### src/rtl/mem_region_router.sv
// Memory-map router: decodes LSU requests onto NREGIONS targets with per-region
// wait states and write permission, and returns one registered response per request.
module mem_region_router #(
  parameter int                         XLEN             = 32,
  parameter int                         NREGIONS         = 4,
  parameter logic [NREGIONS*XLEN-1:0]   REGION_BASE      = {32'h20000, 32'h10000, 32'h800, 32'h0},
  parameter logic [NREGIONS*5-1:0]      REGION_SIZE_LOG2 = {5'd4, 5'd8, 5'd10, 5'd11},
  parameter logic [NREGIONS*4-1:0]      REGION_WAIT      = {4'd0, 4'd3, 4'd1, 4'd0},
  parameter logic [NREGIONS-1:0]        REGION_WRITABLE  = 4'b1110
) (
  input  logic                       clock,
  input  logic                       reset_n,
  input  logic                       req_valid,
  output logic                       req_ready,
  input  logic [XLEN-1:0]            req_addr,
  input  logic                       req_wen,
  input  logic [1:0]                 req_wwidth,
  input  logic [XLEN-1:0]            req_wdata,
  output logic                       resp_valid,
  output logic [XLEN-1:0]            resp_rdata,
  output logic                       resp_fault,
  output logic [1:0]                 resp_cause,
  output logic [NREGIONS-1:0]        dev_sel,
  output logic [XLEN-1:0]            dev_addr,
  output logic                       dev_wen,
  output logic [1:0]                 dev_wwidth,
  output logic [XLEN-1:0]            dev_wdata,
  input  logic [NREGIONS*XLEN-1:0]   dev_rdata
);

  localparam int RW = (NREGIONS > 1) ? $clog2(NREGIONS) : 1;

  // write_width_t encoding: 0 byte, 1 half, 2 word
  localparam logic [1:0] WW_HALF = 2'd1;
  localparam logic [1:0] WW_WORD = 2'd2;

  localparam logic [1:0] CAUSE_NONE     = 2'd0;
  localparam logic [1:0] CAUSE_UNMAPPED = 2'd1;
  localparam logic [1:0] CAUSE_MISALIGN = 2'd2;
  localparam logic [1:0] CAUSE_RDONLY   = 2'd3;

  typedef enum logic [1:0] {IDLE, ACCESS, RESP} state_t;

  state_t          state;
  logic [3:0]      cnt;
  logic [RW-1:0]   region_q;
  logic            wen_q;

  logic            hit;
  logic [RW-1:0]   hit_idx;
  logic [XLEN-1:0] hit_base;
  logic [3:0]      hit_wait;
  logic            hit_wr;
  logic            misaligned;
  logic [1:0]      cause;
  logic [XLEN-1:0] sel_rdata;

  assign req_ready = (state == IDLE);

  // Scan from the top down so the lowest matching index wins on overlap.
  always_comb begin
    hit      = 1'b0;
    hit_idx  = '0;
    hit_base = '0;
    hit_wait = '0;
    hit_wr   = 1'b0;
    for (int r = NREGIONS - 1; r >= 0; r--) begin
      if ((req_addr >> REGION_SIZE_LOG2[r*5 +: 5]) ==
          (REGION_BASE[r*XLEN +: XLEN] >> REGION_SIZE_LOG2[r*5 +: 5])) begin
        hit      = 1'b1;
        hit_idx  = RW'(r);
        hit_base = REGION_BASE[r*XLEN +: XLEN];
        hit_wait = REGION_WAIT[r*4 +: 4];
        hit_wr   = REGION_WRITABLE[r];
      end
    end
  end

  always_comb begin
    misaligned = req_wen && (((req_wwidth == WW_HALF) && req_addr[0]) ||
                             ((req_wwidth == WW_WORD) && (req_addr[1:0] != 2'b00)));
    if (!hit)                   cause = CAUSE_UNMAPPED;
    else if (misaligned)        cause = CAUSE_MISALIGN;
    else if (req_wen && !hit_wr) cause = CAUSE_RDONLY;
    else                        cause = CAUSE_NONE;
  end

  always_comb begin
    sel_rdata = '0;
    for (int r = 0; r < NREGIONS; r++) begin
      if (region_q == RW'(r)) sel_rdata = dev_rdata[r*XLEN +: XLEN];
    end
  end

  always_ff @(posedge clock or negedge reset_n) begin
    if (!reset_n) begin
      state      <= IDLE;
      cnt        <= '0;
      region_q   <= '0;
      wen_q      <= 1'b0;
      resp_valid <= 1'b0;
      resp_rdata <= '0;
      resp_fault <= 1'b0;
      resp_cause <= CAUSE_NONE;
      dev_sel    <= '0;
      dev_addr   <= '0;
      dev_wen    <= 1'b0;
      dev_wwidth <= '0;
      dev_wdata  <= '0;
    end else begin
      case (state)
        IDLE: begin
          if (req_valid) begin
            if (cause != CAUSE_NONE) begin
              state      <= RESP;
              resp_valid <= 1'b1;
              resp_fault <= 1'b1;
              resp_cause <= cause;
              resp_rdata <= '0;
            end else begin
              state      <= ACCESS;
              cnt        <= hit_wait;
              region_q   <= hit_idx;
              wen_q      <= req_wen;
              dev_sel    <= NREGIONS'(1) << hit_idx;
              dev_addr   <= req_addr - hit_base;
              dev_wen    <= req_wen;
              dev_wwidth <= req_wwidth;
              dev_wdata  <= req_wdata;
            end
          end
        end
        ACCESS: begin
          // Write strobe lasts one cycle; select is held through the wait states.
          dev_wen <= 1'b0;
          if (cnt == 4'd0) begin
            state      <= RESP;
            dev_sel    <= '0;
            resp_valid <= 1'b1;
            resp_fault <= 1'b0;
            resp_cause <= CAUSE_NONE;
            resp_rdata <= wen_q ? '0 : sel_rdata;
          end else begin
            cnt <= cnt - 4'd1;
          end
        end
        RESP: begin
          state      <= IDLE;
          resp_valid <= 1'b0;
          resp_fault <= 1'b0;
          resp_cause <= CAUSE_NONE;
          resp_rdata <= '0;
        end
        default: state <= IDLE;
      endcase
    end
  end

endmodule

### config.mk
export PLATFORM = sky130hd
export DESIGN_NAME = mem_region_router
export DESIGN_NICKNAME = d
export VERILOG_FILES = /design/src/rtl/mem_region_router.sv
export SDC_FILE = /design/constraint.sdc
export NUM_CORES = 1
export LEC_CHECK = 0
export BUFFER_PORTS_ARGS = -buffer_cell sky130_fd_sc_hd__buf_2
export CELL_PAD_IN_SITES_DETAIL_PLACEMENT = 0
export CELL_PAD_IN_SITES_GLOBAL_PLACEMENT = 1
export CORE_MARGIN = 5
export CORE_UTILIZATION = 31
export DETAILED_ROUTE_END_ITERATION = 10
export HOLD_SLACK_MARGIN = 0.15
export PLACE_DENSITY_LB_ADDON = 0.1
export SLEW_MARGIN = 0
export SYNTH_ARGS = -nofsm -noshare
export SYNTH_HDL_FRONTEND = slang
export SYNTH_SLANG_ARGS = --single-unit
### constraint.sdc
create_clock -name clock -period 1.9 [get_ports clock]
set_clock_uncertainty 0.1 [all_clocks]
set_input_delay 0.285 -clock clock [delete_from_list [all_inputs] [get_ports clock]]
set_output_delay 0.285 -clock clock [all_outputs]
set_load 0.005 [all_outputs]
==> results list <==
* DRC Markers: 0
- Entering global routing, the biggest net connects 35 pins.
- Maximum buffer depth of the clock tree: 2
- Net switching is 26.5% of the power.
- Mean post-synth cell area: 11.3 um2
* Endpoint arrival time on the critical path: 2.78 ns
- Hold Path Cell Cnt: 4
* Largest fanout of any net on the critical path: 7
* Element type at the critical path start: primary input
- For this run, the leading register cell type out of synthesis is sky130_fd_sc_hd__dfrtp_1.
- Summed over its instances, the top area cell type makes up 47.7% of the synthesized netlist area.
- RePlAce Congestion: 0.789
* Final critical-path share of the clock period: 133%
- For the worst-skew pair, the clock arrives at the later sink with an insertion delay of 0.41 ns.
- Internal power comes to 4990 uW.
- The first detailed-routing pass ran for 6 iterations.
- Filler Cell Count: 1820
- Maximum ir drop on the vdd rail: 0.670 mV
* Top-count cell post-synth: sky130_fd_sc_hd__nand2_1
- Setup slack on the worst reg-to-reg path comes out at -0.03 ns.
- TritonCTS built the clock tree.
- Final net count: 1170
- Vias in the first global route: 6085
- Number of port buffers: 305
- Summed over all layers, the routed wires come to 21600 um.
- STA classifies the critical path endpoint as a register.
- Reg2reg end: region_q[0]$_DFFE_PN0P_
- Counting every net in the synthesized netlist gives 744.
- The number of hold violations in the final report is 0.
- Derived from the worst setup path, the maximum achievable clock frequency is 0.394 GHz.
- In this run the core area contains 51 standard-cell rows.
- In this run the power spent charging and discharging nets is 1800 uW.
- Top cells by count, synth: sky130_fd_sc_hd__nand2_1, sky130_fd_sc_hd__dfrtp_1, sky130_fd_sc_hd__nor2_1
- 306 I/O pins were placed.
- Part of the Yosys area used for sequential elements: 47.7%
* Setup-violating endpoint count in the final report: 105
- The routed layout has 5898 vias.
* Post-synth EDFFs: 0
- CTS H-Tree Depth: 4
- Ratio of routed vias to standard cells: 4.75
* Pin slew with the least headroom to its limit: 0.515 ns
- TritonCTS sink count: 116
- Shortest clock period the worst path allows after layout: 2.54 ns
- The initial antenna violation count is 0.
* Depth of the worst register-to-register path: 10
- Total power for the finished layout comes to 6790 uW.
* Final Max Tran Viols: 0
- Hold_ws: 0.189 ns
- After the first detailed-routing iteration, the DRC count stood at 198.
- The worst hold path belongs to the class in -> reg.
- STA puts the critical path data required time at 2.14 ns.
- Remaining number of nets flagged by the antenna check after routing: 0
* Min setup slack post-route: -0.636 ns
- The die is 150 um tall.
- Launch instance of the worst min-delay path: req_wen
- Combinational cells account for 18.1% of the total power.
- Sequential group share of total power: 37.4%
* Leakage power: 0.00518 uW
* Post-DP HPWL: 16000 um
* Clock root buffer master: sky130_fd_sc_hd__clkbuf_16
- Cell count after synthesis: 536
- Fraction of layout instances using a drive strength above 1: 49.8%
- Startpoint of the most critical register-to-register path: state[0]$_DFFE_PN0P_
- Worst slew margin relative to its limit: 65.6%
- Yosys printed 0 warnings.
* Total core area: 19400 um2
- The critical path in this run is classified as in -> reg.
- Post-detailed-route wirelength per cell: 17.4 um
* Growth of design area from synthesis to finish: 62.7%
- Total clock buffers created by CTS: 17
- Failing checks: setup timing
* Run status: finished, violations left
- Max-cap violations in this run came to 0.
* Total power divided by cell area: 687 nW/um2
- For this run, the total global-route usage over all layers was measured as 18.3%.
- Final global-route overflow total: 0
* Synthesized flop and latch total: 116
- Counting distinct cell types in the post-synthesis netlist gives 62.
* Initial cell density of the core: 31.3%
* Setup repair after global routing missed its margin: true
- Clock-pin slew on the worst setup and hold paths: 0.06 ns
* Total negative slack: -14.12 ns
- Die width: 150 um
- Summed instance area of the synthesized netlist: 6080 um2
- Endpoint, Worst Hold: wen_q$_DFFE_PN0P_
- By area the synthesized netlist is led by sky130_fd_sc_hd__dfrtp_1, sky130_fd_sc_hd__mux4_1, sky130_fd_sc_hd__nand2_1.
* Area enclosed by the die boundary: 22500 um2
- Proportion of power drawn by the clock network: 44.6%
- The first global-routing pass estimated 32300 um of wire.
* Post-synthesis async set-or-reset flop share: 100%
- Cell accounting for the most synthesized area: sky130_fd_sc_hd__dfrtp_1
[layout by cell type (no fill, tap or decap), drive strengths merged, types with 6 or more instances in the layout]
cell,netlist,routed
nor2,32,32
nand2,151,151
nor4,9,9
a21oi,9,9
mux4,32,32
dfrtp,116,116
ha,10,10
o21a,10,10
buf,21,391
clkbuf,12,22
o21ai,14,14
inv,19,21
dlygate4sd3,0,45
clkinvlp,0,6
a22o,32,32
a31oi,9,9
[sequential cells by signal, summed over array words and instances (netlist names)]
name / cells
cnt: 4
dev_addr: 32
dev_sel: 4
dev_wdata: 32
dev_wen: 1
dev_wwidth: 2
region_q: 2
resp_cause: 2
resp_fault: 1
resp_rdata: 32
resp_valid: 1
state: 2
wen_q: 1
[critical path, cell delays in order]
cell,delay (ns)
sky130_fd_sc_hd__buf_6,0.09
sky130_fd_sc_hd__nor4_4,0.36
sky130_fd_sc_hd__nand4_4,0.17
sky130_fd_sc_hd__nor3_4,0.17
sky130_fd_sc_hd__nand2_2,0.08
sky130_fd_sc_hd__inv_2,0.06
sky130_fd_sc_hd__ha_4,0.14
sky130_fd_sc_hd__ha_4,0.12
sky130_fd_sc_hd__or4b_4,0.46
sky130_fd_sc_hd__a21o_1,0.19
sky130_fd_sc_hd__a211oi_2,0.20
sky130_fd_sc_hd__xor2_1,0.26
sky130_fd_sc_hd__nor2_4,0.10
sky130_fd_sc_hd__nor2_1,0.10
[power groups by stage]
stage | clock network [uW] | registers (uW) | logic [uW]
after detailed placement | 0 | 2590 | 1050
after floorplan | 0 | 2590 | 449
after global placement | 0 | 2580 | 1040
after CTS | 3120 | 2540 | 1180
final | 3030 | 2540 | 1230
after global routing | 3220 | 2540 | 1330
[metrics by stage]
stage	cells	area, um2	util, %	worst slack (ns)
finish	1241	9890	51.0	-0.636
global route	1240	9890	51.0	-0.757
CTS	1222	9600	49.5	-0.605
floorplan	536	6190	-	-0.960
detailed placement	1137	8360	43.1	-1.17
global placement	1137	8360	43.1	-1.08
[worst max-delay path by stage]
| stage | start | end | slack, ns |
|---|---|---|---|
| 2_1_floorplan | req_addr[28] | dev_addr[19]$_DFFE_PN0P_ | -0.96 |
| 3_3_place_gp | req_addr[28] | dev_addr[27]$_DFFE_PN0P_ | -1.08 |
| 3_5_place_dp | req_addr[19] | dev_addr[19]$_DFFE_PN0P_ | -1.17 |
| 4_1_cts | req_addr[20] | dev_addr[21]$_DFFE_PN0P_ | -0.61 |
| 5_1_grt | req_addr[18] | dev_addr[19]$_DFFE_PN0P_ | -0.76 |
| 6_report | req_addr[18] | dev_addr[19]$_DFFE_PN0P_ | -0.64 |
[what timing repair did]
action	CTS	global route
cloned	1	4
hold buffers	45	0
pin swaps	10	10
hold endpoints to repair	150	0
buffers inserted	8	15
gates resized for setup	23	17
endpoints found under the setup margin	106	115
[cell families (layout without fill, tap and decap cells)]
kind of cell | count (synthesis) | count (layout) | synth area share, %
buffers and inverters | 52 | 491 | 5.82
multiplexers | 39 | 39 | 14.5
AO/OA/AOI/OAI | 93 | 93 | 11.9
flip-flops | 116 | 116 | 47.7
XOR/XNOR | 3 | 3 | 0.432
AND/OR/NAND/NOR | 223 | 223 | 17.5
other | 0 | 1 | 0
adder cells (fa/ha/maj) | 10 | 10 | 2.06
[metal layers]
layer	vias up	part of all wire [%]	track usage (%)
li1	2784	-	-
met5	-	0	0
met2	248	51	32.1
met1	2834	39	21.0
met4	0	2.1	7.00
met3	32	8.1	5.42
[final cells by class]
type | count | area (um2) | area share, %
timing repair buffer | 440 | 2990 | 30.2
antenna | 1 | 2.50 | 0.0253
inverter | 19 | 71.3 | 0.721
clock inverter | 14 | 133 | 1.34
sequential | 116 | 2900 | 29.4
multi-input combinational | 368 | 3030 | 30.6
clock buffer | 18 | 429 | 4.34
tap | 265 | 332 | 3.35
Note: power is estimated with default switching activity, not from simulation.
